<file path="src/rtl/fetch_pc_unit_pkg.sv">
// Shared definitions for the fetch/PC unit: FSM encoding, instruction size,
// reset PC default and the memory read/write encoding.
package fetch_pc_unit_pkg;

   typedef enum logic [1:0] {
      ST_IDLE     = 2'b00,
      ST_REQ      = 2'b01,
      ST_WAIT_MFC = 2'b10
   } fetch_state_e;

   localparam logic [31:0] INSTR_BYTES      = 32'd4;
   localparam logic [31:0] DEFAULT_RESET_PC = 32'h0000_0000;

   // mem_rw encoding, shared with the data-memory interface
   localparam logic MEM_READ  = 1'b1;
   localparam logic MEM_WRITE = 1'b0;

   // True when an address is a legal instruction (word) address
   function automatic logic is_word_aligned(input logic [31:0] addr);
      return (addr[1:0] == 2'b00);
   endfunction

endpackage

</file>
<file path="src/rtl/fetch_pc_unit_pc_npc_reg.sv">
// PC/nPC register pair with next-nPC selection (JMPL target, branch target,
// sequential) and rejection of word-misaligned JMPL targets.
module pc_npc_reg
   import fetch_pc_unit_pkg::*;
#(
   parameter logic [31:0] RESET_PC = DEFAULT_RESET_PC
) (
   input  logic        clk,
   input  logic        rst_n,
   input  logic        adv_en,
   input  logic        branch_taken,
   input  logic [31:0] disp,
   input  logic        jmpl_load,
   input  logic [31:0] jmpl_addr,
   output logic [31:0] pc,
   output logic [31:0] npc,
   output logic        adv_accept,
   output logic        misaligned
);

   logic [31:0] pc_r;
   logic [31:0] npc_r;
   logic [31:0] npc_next_s;
   logic        bad_target_s;
   logic        misaligned_r;

   // Next-nPC mux: JMPL target beats branch target beats sequential; adders wrap
   always_comb begin
      npc_next_s   = npc_r + INSTR_BYTES;
      bad_target_s = jmpl_load & ~is_word_aligned(jmpl_addr);
      if (jmpl_load) begin
         npc_next_s = jmpl_addr;
      end else if (branch_taken) begin
         npc_next_s = pc_r + disp;
      end else begin
         npc_next_s = npc_r + INSTR_BYTES;
      end
   end

   // A misaligned JMPL target suppresses the whole advance
   assign adv_accept = adv_en & ~bad_target_s;

   // PC/nPC update on an accepted advance
   always_ff @(posedge clk or negedge rst_n) begin
      if (!rst_n) begin
         pc_r  <= RESET_PC;
         npc_r <= RESET_PC + INSTR_BYTES;
      end else if (adv_accept) begin
         pc_r  <= npc_r;
         npc_r <= npc_next_s;
      end else begin
         pc_r  <= pc_r;
         npc_r <= npc_r;
      end
   end

   // One-cycle pulse flagging a rejected JMPL target
   always_ff @(posedge clk or negedge rst_n) begin
      if (!rst_n) begin
         misaligned_r <= 1'b0;
      end else begin
         misaligned_r <= adv_en & bad_target_s;
      end
   end

   assign pc         = pc_r;
   assign npc        = npc_r;
   assign misaligned = misaligned_r;

endmodule

</file>
<file path="src/rtl/fetch_pc_unit.sv">
// Fetch/PC unit: holds PC/nPC and fetches the instruction at PC into ir via
// the MOV/MFC memory handshake. Optional macro FETCH_TIMEOUT_EN adds an MFC
// timeout that raises a sticky fetch_err; without it fetch_err is tied 0.
module fetch_pc_unit
   import fetch_pc_unit_pkg::*;
#(
   parameter logic [31:0] RESET_PC    = DEFAULT_RESET_PC,
   parameter int          MFC_TIMEOUT = 16
) (
   input  logic        clk,
   input  logic        rst_n,
   input  logic        fetch_req,
   input  logic        advance,
   input  logic        branch_taken,
   input  logic [31:0] disp,
   input  logic        jmpl_load,
   input  logic [31:0] jmpl_addr,
   output logic [31:0] mem_addr,
   output logic        mem_mov,
   output logic        mem_rw,
   input  logic [31:0] mem_data,
   input  logic        mem_mfc,
   output logic [31:0] ir,
   output logic        ir_valid,
   output logic [31:0] pc,
   output logic [31:0] npc,
   output logic        fetch_busy,
   output logic        misaligned,
   output logic        fetch_err
);

   fetch_state_e state_r, state_next_s;
   logic [31:0]  mem_addr_r, mem_addr_next_s;
   logic         mem_mov_r, mem_mov_next_s;
   logic [31:0]  ir_r, ir_next_s;
   logic         ir_valid_r, ir_valid_next_s;
   logic         fetch_busy_r;
   logic         adv_accept_s;
   logic         timeout_s;

   pc_npc_reg #(
      .RESET_PC (RESET_PC)
   ) u_pc_npc_reg (
      .clk          (clk),
      .rst_n        (rst_n),
      .adv_en       (advance & ~fetch_busy_r),
      .branch_taken (branch_taken),
      .disp         (disp),
      .jmpl_load    (jmpl_load),
      .jmpl_addr    (jmpl_addr),
      .pc           (pc),
      .npc          (npc),
      .adv_accept   (adv_accept_s),
      .misaligned   (misaligned)
   );

`ifdef FETCH_TIMEOUT_EN
   localparam int CNT_W = $clog2(MFC_TIMEOUT + 1);
   logic [CNT_W-1:0] mfc_cnt_r;
   logic             fetch_err_r;

   assign timeout_s = (state_r == ST_WAIT_MFC) && !mem_mfc &&
                      (mfc_cnt_r == CNT_W'(MFC_TIMEOUT - 1));

   // Count WAIT_MFC cycles without a completion; restart on every new request
   always_ff @(posedge clk or negedge rst_n) begin
      if (!rst_n) begin
         mfc_cnt_r <= '0;
      end else if (state_r == ST_REQ) begin
         mfc_cnt_r <= '0;
      end else if ((state_r == ST_WAIT_MFC) && !mem_mfc) begin
         mfc_cnt_r <= mfc_cnt_r + CNT_W'(1);
      end else begin
         mfc_cnt_r <= mfc_cnt_r;
      end
   end

   // Sticky timeout flag, cleared only by reset
   always_ff @(posedge clk or negedge rst_n) begin
      if (!rst_n) begin
         fetch_err_r <= 1'b0;
      end else begin
         fetch_err_r <= fetch_err_r | timeout_s;
      end
   end

   assign fetch_err = fetch_err_r;
`else
   assign timeout_s = 1'b0;
   assign fetch_err = 1'b0;
`endif

   // Fetch FSM next state and next values of the registered fetch outputs
   always_comb begin
      state_next_s    = state_r;
      mem_addr_next_s = mem_addr_r;
      mem_mov_next_s  = mem_mov_r;
      ir_next_s       = ir_r;
      ir_valid_next_s = ir_valid_r;
      case (state_r)
         ST_IDLE: begin
            if (fetch_req) begin
               state_next_s    = ST_REQ;
               ir_valid_next_s = 1'b0;
            end else if (adv_accept_s) begin
               ir_valid_next_s = 1'b0;
            end else begin
               state_next_s = ST_IDLE;
            end
         end
         ST_REQ: begin
            mem_addr_next_s = pc;
            mem_mov_next_s  = 1'b1;
            state_next_s    = ST_WAIT_MFC;
         end
         ST_WAIT_MFC: begin
            if (mem_mfc) begin
               ir_next_s       = mem_data;
               ir_valid_next_s = 1'b1;
               mem_mov_next_s  = 1'b0;
               state_next_s    = ST_IDLE;
            end else if (timeout_s) begin
               mem_mov_next_s = 1'b0;
               state_next_s   = ST_IDLE;
            end else begin
               state_next_s = ST_WAIT_MFC;
            end
         end
         default: begin
            mem_mov_next_s = 1'b0;
            state_next_s   = ST_IDLE;
         end
      endcase
   end

   // FSM state and registered fetch outputs
   always_ff @(posedge clk or negedge rst_n) begin
      if (!rst_n) begin
         state_r      <= ST_IDLE;
         mem_addr_r   <= 32'h0000_0000;
         mem_mov_r    <= 1'b0;
         ir_r         <= 32'h0000_0000;
         ir_valid_r   <= 1'b0;
         fetch_busy_r <= 1'b0;
      end else begin
         state_r      <= state_next_s;
         mem_addr_r   <= mem_addr_next_s;
         mem_mov_r    <= mem_mov_next_s;
         ir_r         <= ir_next_s;
         ir_valid_r   <= ir_valid_next_s;
         fetch_busy_r <= (state_next_s != ST_IDLE);
      end
   end

   assign mem_addr   = mem_addr_r;
   assign mem_mov    = mem_mov_r;
   assign mem_rw     = MEM_READ;
   assign ir         = ir_r;
   assign ir_valid   = ir_valid_r;
   assign fetch_busy = fetch_busy_r;

endmodule
</file>
<file path="config.mk">
export PLATFORM = sky130hd
export DESIGN_NAME = fetch_pc_unit
export DESIGN_NICKNAME = d
export VERILOG_FILES = /design/src/rtl/fetch_pc_unit_pkg.sv /design/src/rtl/fetch_pc_unit_pc_npc_reg.sv /design/src/rtl/fetch_pc_unit.sv
export SDC_FILE = /design/constraint.sdc
export NUM_CORES = 1
export LEC_CHECK = 0
export BUFFER_PORTS_ARGS = -buffer_cell sky130_fd_sc_hd__buf_4
export CORE_MARGIN = 2
export CORE_UTILIZATION = 42
export DETAILED_ROUTE_END_ITERATION = 8
export GPL_ROUTABILITY_DRIVEN = 1
export PLACE_DENSITY = 0.7
export SYNTH_ARGS = -nofsm -noshare
export SYNTH_HDL_FRONTEND = slang
export SYNTH_SLANG_ARGS = --single-unit
export TNS_END_PERCENT = 100
</file>
<file path="constraint.sdc">
create_clock -name clk -period 2.18 [get_ports clk]
set_input_delay 0.109 -clock clk [delete_from_list [all_inputs] [get_ports clk]]
set_output_delay 0.109 -clock clk [all_outputs]
set_load 0.01 [all_outputs]
</file>
==> Word level (Yosys, flattened, before mapping) <==
Index checks and enable logic that the tools add are counted.
{ "op_classes": {"add_sub_neg": 2, "eq_ne": 4, "muxes": 12, "bitwise": 8, "n_reduce_logical": 7} }
{ "ops": {"columns": ["op", "count"], "rows": [
  ["2-to-1 mux 32 bit", 2],
  ["adder 32 x 3 -> 32 bit (second input constant)", 1],
  ["adder 32 bit", 1],
  ["2-to-1 mux 2 bit", 3],
  ["one-hot mux 2 bit (3 select lines)", 1],
  ["bitwise AND 1 bit", 4],
  ["zero test 2 bit", 2],
  ["2-to-1 mux 1 bit", 4],
  ["inverter 1 bit", 4],
  ["AND reduction 2 bit", 2],
  ["nonzero test 2 bit", 2],
  ["!= test 3 bit (second input constant)", 1],
  ["one-hot mux 1 bit (3 select lines)", 1],
  ["AND reduction 3 bit", 1],
  ["equality test 2 x 1 -> 1 bit (second input constant)", 1],
  ["equality test 2 bit (second input constant)", 1],
  ["!= test 2 bit (second input constant)", 1],
  ["one-hot mux 1 bit (2 select lines)", 1]
]} }
{ "word_totals": {"ff_bits": 134, "input_bits": 103, "output_inout_bits": 134, "word_cells": 42} }

==> Longest topological paths before layout <==
{ "logic_depth": {"ltp_word": 9, "mapped_depth": 11, "mapped_depth_nobuf": 11} }

==> By module <==
Synthesis repeated with hierarchy kept, for this count alone.
{ "unflattened": {"cells_unflattened": 813, "area_unflattened_um2": 7900.1} }
{ "by_module_without_submodules": {"columns": ["mod", "n_inst", "cells_per_inst", "area_per_inst_um2", "seq_area_each_um2"], "rows": [
  ["pc_npc_reg", 1, 655, 5117.4, 1627.8],
  ["fetch_pc_unit", 1, 158, 2782.7, 1726.7]
]} }

==> Least setup slack after synthesis <==
OpenSTA, ideal clock, no wires.
{ "synth_timing": {"kind": "reg-to-reg", "from": "reg u_pc_npc_reg.pc_r[0] (netlist: u_pc_npc_reg.pc[0])", "to": "reg u_pc_npc_reg.npc_r[24] (netlist: u_pc_npc_reg.npc[24])", "setup_time_ns": 0.141, "t_arrival_ns": 2.272, "t_required_ns": 2.039, "path_slack_ns": -0.233, "stages_incl_launch_ff": 12, "path_buffers": 0, "period_less_slack_ns": 2.413, "cell_sequence": "dfrtp_1 ha_1 inv_1 fa_1 nand2b_1 a21oi_1 o21ai_1 a21oi_1 a21oi_1 o31ai_1 xnor2_1 o221ai_1"} }
{ "synth_between": {"elab_chain_len": 3} }
{ "synth_rtl": {"columns": ["item", "line", "text"], "rows": [
  ["start: declaration", "fetch_pc_unit_pc_npc_reg.sv:21", "logic [31:0] pc_r;"],
  ["start signal: assignment", "fetch_pc_unit_pc_npc_reg.sv:49", "pc_r <= npc_r;"],
  ["start signal: assignment", "fetch_pc_unit_pc_npc_reg.sv:52", "pc_r <= pc_r;"],
  ["adder 32 bit", "fetch_pc_unit_pc_npc_reg.sv:34", "npc_next_s = pc_r + disp;"],
  ["2-to-1 mux 32 bit", "fetch_pc_unit_pc_npc_reg.sv:33", "end else if (branch_taken) begin"],
  ["2-to-1 mux 32 bit", "fetch_pc_unit_pc_npc_reg.sv:31", "if (jmpl_load) begin"],
  ["end signal: assignment", "fetch_pc_unit_pc_npc_reg.sv:47", "npc_r <= RESET_PC + INSTR_BYTES;"],
  ["end signal: assignment", "fetch_pc_unit_pc_npc_reg.sv:50", "npc_r <= npc_next_s;"],
  ["end signal: assignment", "fetch_pc_unit_pc_npc_reg.sv:53", "npc_r <= npc_r;"],
  ["end: declaration", "fetch_pc_unit_pc_npc_reg.sv:22", "logic [31:0] npc_r;"]
]} }
Every way passes these cells.
A chain may end at the register's enable or synchronous reset.

==> Worst setup path in the final report <==
{ "layout_timing": {"from": "reg u_pc_npc_reg.pc_r[1] (netlist: u_pc_npc_reg.pc[1])", "to": "reg u_pc_npc_reg.npc_r[23] (netlist: u_pc_npc_reg.npc[23])"} }
Same word-level chain as after synthesis.

==> summary.md <==
| Metric | Value |
|---|---|
| Footprint of the multi-input gates | `0.00459 mm^2` |
| Fin crit share | `1.10` |
| CTS Buf Count | `17` |
| All-layer global routing usage | `0.262` |
| Number of setup violations in the final report | `23` |
| Final ANT Viol Nets | `0` |
| Synth async-reset ratio | `1.00` |
| Routed vias/inst | `5.44` |
| Area of the placeable core | `0.0186 mm^2` |
| Syn avg cell area | `9.19 um^2` |
| Cell at the root of the clock tree | `sky130_fd_sc_hd__clkbuf_16` |
| Critical path data arrival time | `2.70 ns` |
| Antenna diode count | `0` |
| Number of warnings printed during yosys synthesis | `0` |
| Average detailed-routed wire length per instance | `17.5 um` |
| Area growth from synthesis to final layout | `54.8%` |
| Final HPWL DP | `18,500 um` |
| Number of antenna violations at the first check in global routing | `0` |
| Status | `finished, violations left` |
| FF/Latch Area | `0.00336 mm^2` |
| Most area-consuming cells after synthesis | `sky130_fd_sc_hd__dfrtp_1, sky130_fd_sc_hd__mux2_2, sky130_fd_sc_hd__nand2_1, sky130_fd_sc_hd__ha_1, sky130_fd_sc_hd__a21oi_1` |
| Detailed Routing Iterations Pass 1 | `7` |
| Req. time, crit path | `2.48 ns` |
| Die area | `0.0199 mm^2` |
| Number of filler cells placed in the layout | `1,503` |
| Power per standard cell area | `1410 mW/mm^2` |
| Reported leakage power | `5.90 nW` |
| Count of buffer and inverter cells on the critical path | `1` |
| Final hold vios | `0` |
| Post-Synthesis Net Count | `995` |
| Most used standard cell by instance count after synthesis | `sky130_fd_sc_hd__nand2_1` |
| Clock tree from TritonCTS | `yes` |
| Number of distinct library cells after synthesis | `75` |
| Initial Utilization | `0.425` |
| Max-cap violations | `0` |
| Via count of the first global-routing pass | `8,249` |
| Most common flop cell mapped by yosys | `sky130_fd_sc_hd__dfrtp_1` |
| Worst-Margin Slew | `0.659 ns` |
| Peak supply drop | `0.794 mV` |
| Number of placed I/O pins | `237` |
| Count of flip-flops with a built-in enable after synthesis | `0` |
| First-pass GRT wire length | `41,400 um` |
| Total wirelength of the detailed-routed design | `26,100 um` |
| Cell area after synthesis | `0.00789 mm^2` |
| Worst max-slew margin expressed relative to the limit | `0.561` |
| Overflow left after global routing | `0` |
| H-tree levels | `4` |
| Flops & latches, synth | `134` |
| Final cell count without fillers | `1,497` |
| Floorplan die width | `141 um` |
| Share of Yosys cell area claimed by the top area cell type | `0.422` |
| CTS Sinks | `134` |
| Tmin final | `2.40 ns` |
| Number of cells in the design after placement | `1,410` |
| Critical-path cell list | `ha_1 > a21oi_2 > nand4b_1 > a2111oi_4 > buf_4 > o211ai_1 > and3_4 > xnor2_1 > a222oi_1 > o21ai_1` |
| Largest net degree at the start of global routing | `65` |
| Final estimated routing congestion in global placement | `0.936` |
| Fmax achieved | `417 MHz` |
| Share of layout cells above drive strength 1 | `0.421` |
| Layout net count | `1,386` |
| Die height | `141 um` |
| DRC Markers | `0` |
| Min setup slack post-route | `-0.216 ns` |
| Cell type with the largest total area after synthesis | `sky130_fd_sc_hd__dfrtp_1` |
| Setup repair after global routing missed its margin | `yes` |
| Max Root-Sink Buffers | `2` |
| Fin Setup TNS | `-2.87 ns` |
| CP max stage delay | `0.39 ns` |
| Cell class contributing the biggest share of worst-path delay | `compound AO/OA/AOI/OAI gates` |
| Critical-path maximum fanout | `4` |
| Top cell types by occurrence after synthesis | `sky130_fd_sc_hd__nand2_1, sky130_fd_sc_hd__dfrtp_1, sky130_fd_sc_hd__a21oi_1, sky130_fd_sc_hd__mux2_2, sky130_fd_sc_hd__nor2_1` |
| Endpoint type of the worst setup path | `flop` |
| Final Max Tran Viols | `0` |
| Number of buffers added on ports | `234` |
| Min-delay worst type | `in -> reg` |
| Number of DRC markers after the initial detailed-route iteration | `630` |
| Worst path slowest cell | `sky130_fd_sc_hd__dfrtp_1` |
| Share of synthesized area occupied by flip-flops and latches | `0.425` |
| Cell count after synthesis | `859` |
| Via count | `8,150` |
| Failing checks | `setup timing` |
| Row count | `50` |
| Crit start category | `flop` |
| Clock insertion delay at the later pin of the skew report | `0.43 ns` |
| Critical path class | `reg -> reg` |
| Skew final | `0.00935 ns` |
| Clock-pin slew reported for the worst setup and hold paths after clock tree synthesis | `0.07 ns` |
[worst paths after layout]
path	from	endpoint	slack, ns	cells past startpoint
hold / removal	jmpl_addr[2]	u_pc_npc_reg.npc[2]	0.009	3
setup reg to reg	u_pc_npc_reg.pc[1]	u_pc_npc_reg.npc[23]	-0.22	10
setup / recovery	u_pc_npc_reg.pc[1]	u_pc_npc_reg.npc[23]	-0.22	10
min in group asynchronous	rst_n	mem_addr[26]	0.27	2
max in group asynchronous	rst_n	u_pc_npc_reg.npc[2]	1.22	3
hold reg to reg	fetch_busy	u_pc_npc_reg.misaligned	0.48	1
[sequential cells by signal, summed over array words and instances (netlist names)]
| signal | flops |
|---|---|
| ir_valid | 1 |
| mem_addr | 32 |
| u_pc_npc_reg.misaligned | 1 |
| ir | 32 |
| state_r | 2 |
| u_pc_npc_reg.npc | 32 |
| u_pc_npc_reg.pc | 32 |
| mem_mov | 1 |
| fetch_busy | 1 |
[cell type report]
cell class / instances / area share
multi-input cells: 665 / 0.376
repair buffers: 419 / 0.273
flip-flops and latches: 134 / 0.275
inverters: 13 / 0.00399
clock inverters: 14 / 0.0135
well taps: 234 / 0.0240
clock buffers: 18 / 0.0351
[cell families after synthesis]
logic type,Yosys count,synth area share
xor gates and xnor gates,34,0.0377
buffers and inverters,60,0.0308
adders and majority gates,33,0.0533
other,2,0.000952
AOI/OAI and AO/OA,218,0.172
and+or+nand+nor,309,0.182
DFF,134,0.425
muxes,69,0.0975
[cell usage in the layout, fill, tap and decap left out, types with 14 or more instances in the layout]
cell                            instances
sky130_fd_sc_hd__buf_4                362
sky130_fd_sc_hd__a21oi_1               57
sky130_fd_sc_hd__dlygate4sd3_1         48
sky130_fd_sc_hd__dfrtp_1              132
sky130_fd_sc_hd__o21ai_0               40
sky130_fd_sc_hd__nor2_1                54
sky130_fd_sc_hd__clkbuf_16             17
sky130_fd_sc_hd__nand4_1               14
sky130_fd_sc_hd__ha_1                  28
sky130_fd_sc_hd__nand3_1               18
sky130_fd_sc_hd__o21ai_1               17
sky130_fd_sc_hd__mux2_2                63
sky130_fd_sc_hd__xnor2_1               20
sky130_fd_sc_hd__nand2_1              157
[through the flow]
stage / total power (W) / instance area [um^2] / hold slack [ns] / utilization / setup slack (ns)
detailed placement: 0.0137 / 10800 / 0.171 / 0.584 / -0.264
global route: 0.0184 / 12200 / 0.00778 / 0.658 / -0.378
global placement: 0.0136 / 10800 / 0.173 / 0.584 / -0.229
CTS: 0.0170 / 12100 / 0.00480 / 0.649 / -0.227
finish: 0.0173 / 12200 / 0.00887 / 0.658 / -0.216
floorplan: 0.00926 / 7970 / -0.187 / - / -0.104
[tightest hold or removal path, delay by kind of cell]
family                 cells  cell delay, ns
AOI/OAI and AO/OA          2            0.21
buffers and inverters      1            0.08
[per-layer routing]
metal	vias to the layer above	global-route usage	part of all wire
li1	3851	-	-
met1	3926	0.329	0.41
met2	311	0.446	0.49
met3	62	0.0564	0.060
met4	0	0.0926	0.030
met5	-	0	0
[report_power, final]
group | total (W) | internal, W | switching, W | leakage [nW]
clock network | 0.00296 | 0.00172 | 0.00124 | 0.285
registers | 0.00449 | 0.00367 | 0.000826 | 1.65
logic | 0.00982 | 0.00502 | 0.00480 | 3.97
total | 0.0173 | 0.0104 | 0.00686 | 5.90
[timing repair]
| item | CTS | global route |
|---|---|---|
| hold buffers | 48 | 0 |
| hold endpoints to repair | 109 | 0 |
| resized for setup | 35 | 27 |
| setup endpoints to repair | 23 | 27 |
| buffers inserted | 4 | 5 |
| pin swaps | 25 | 33 |
Note: power is estimated with default switching activity, not from simulation.
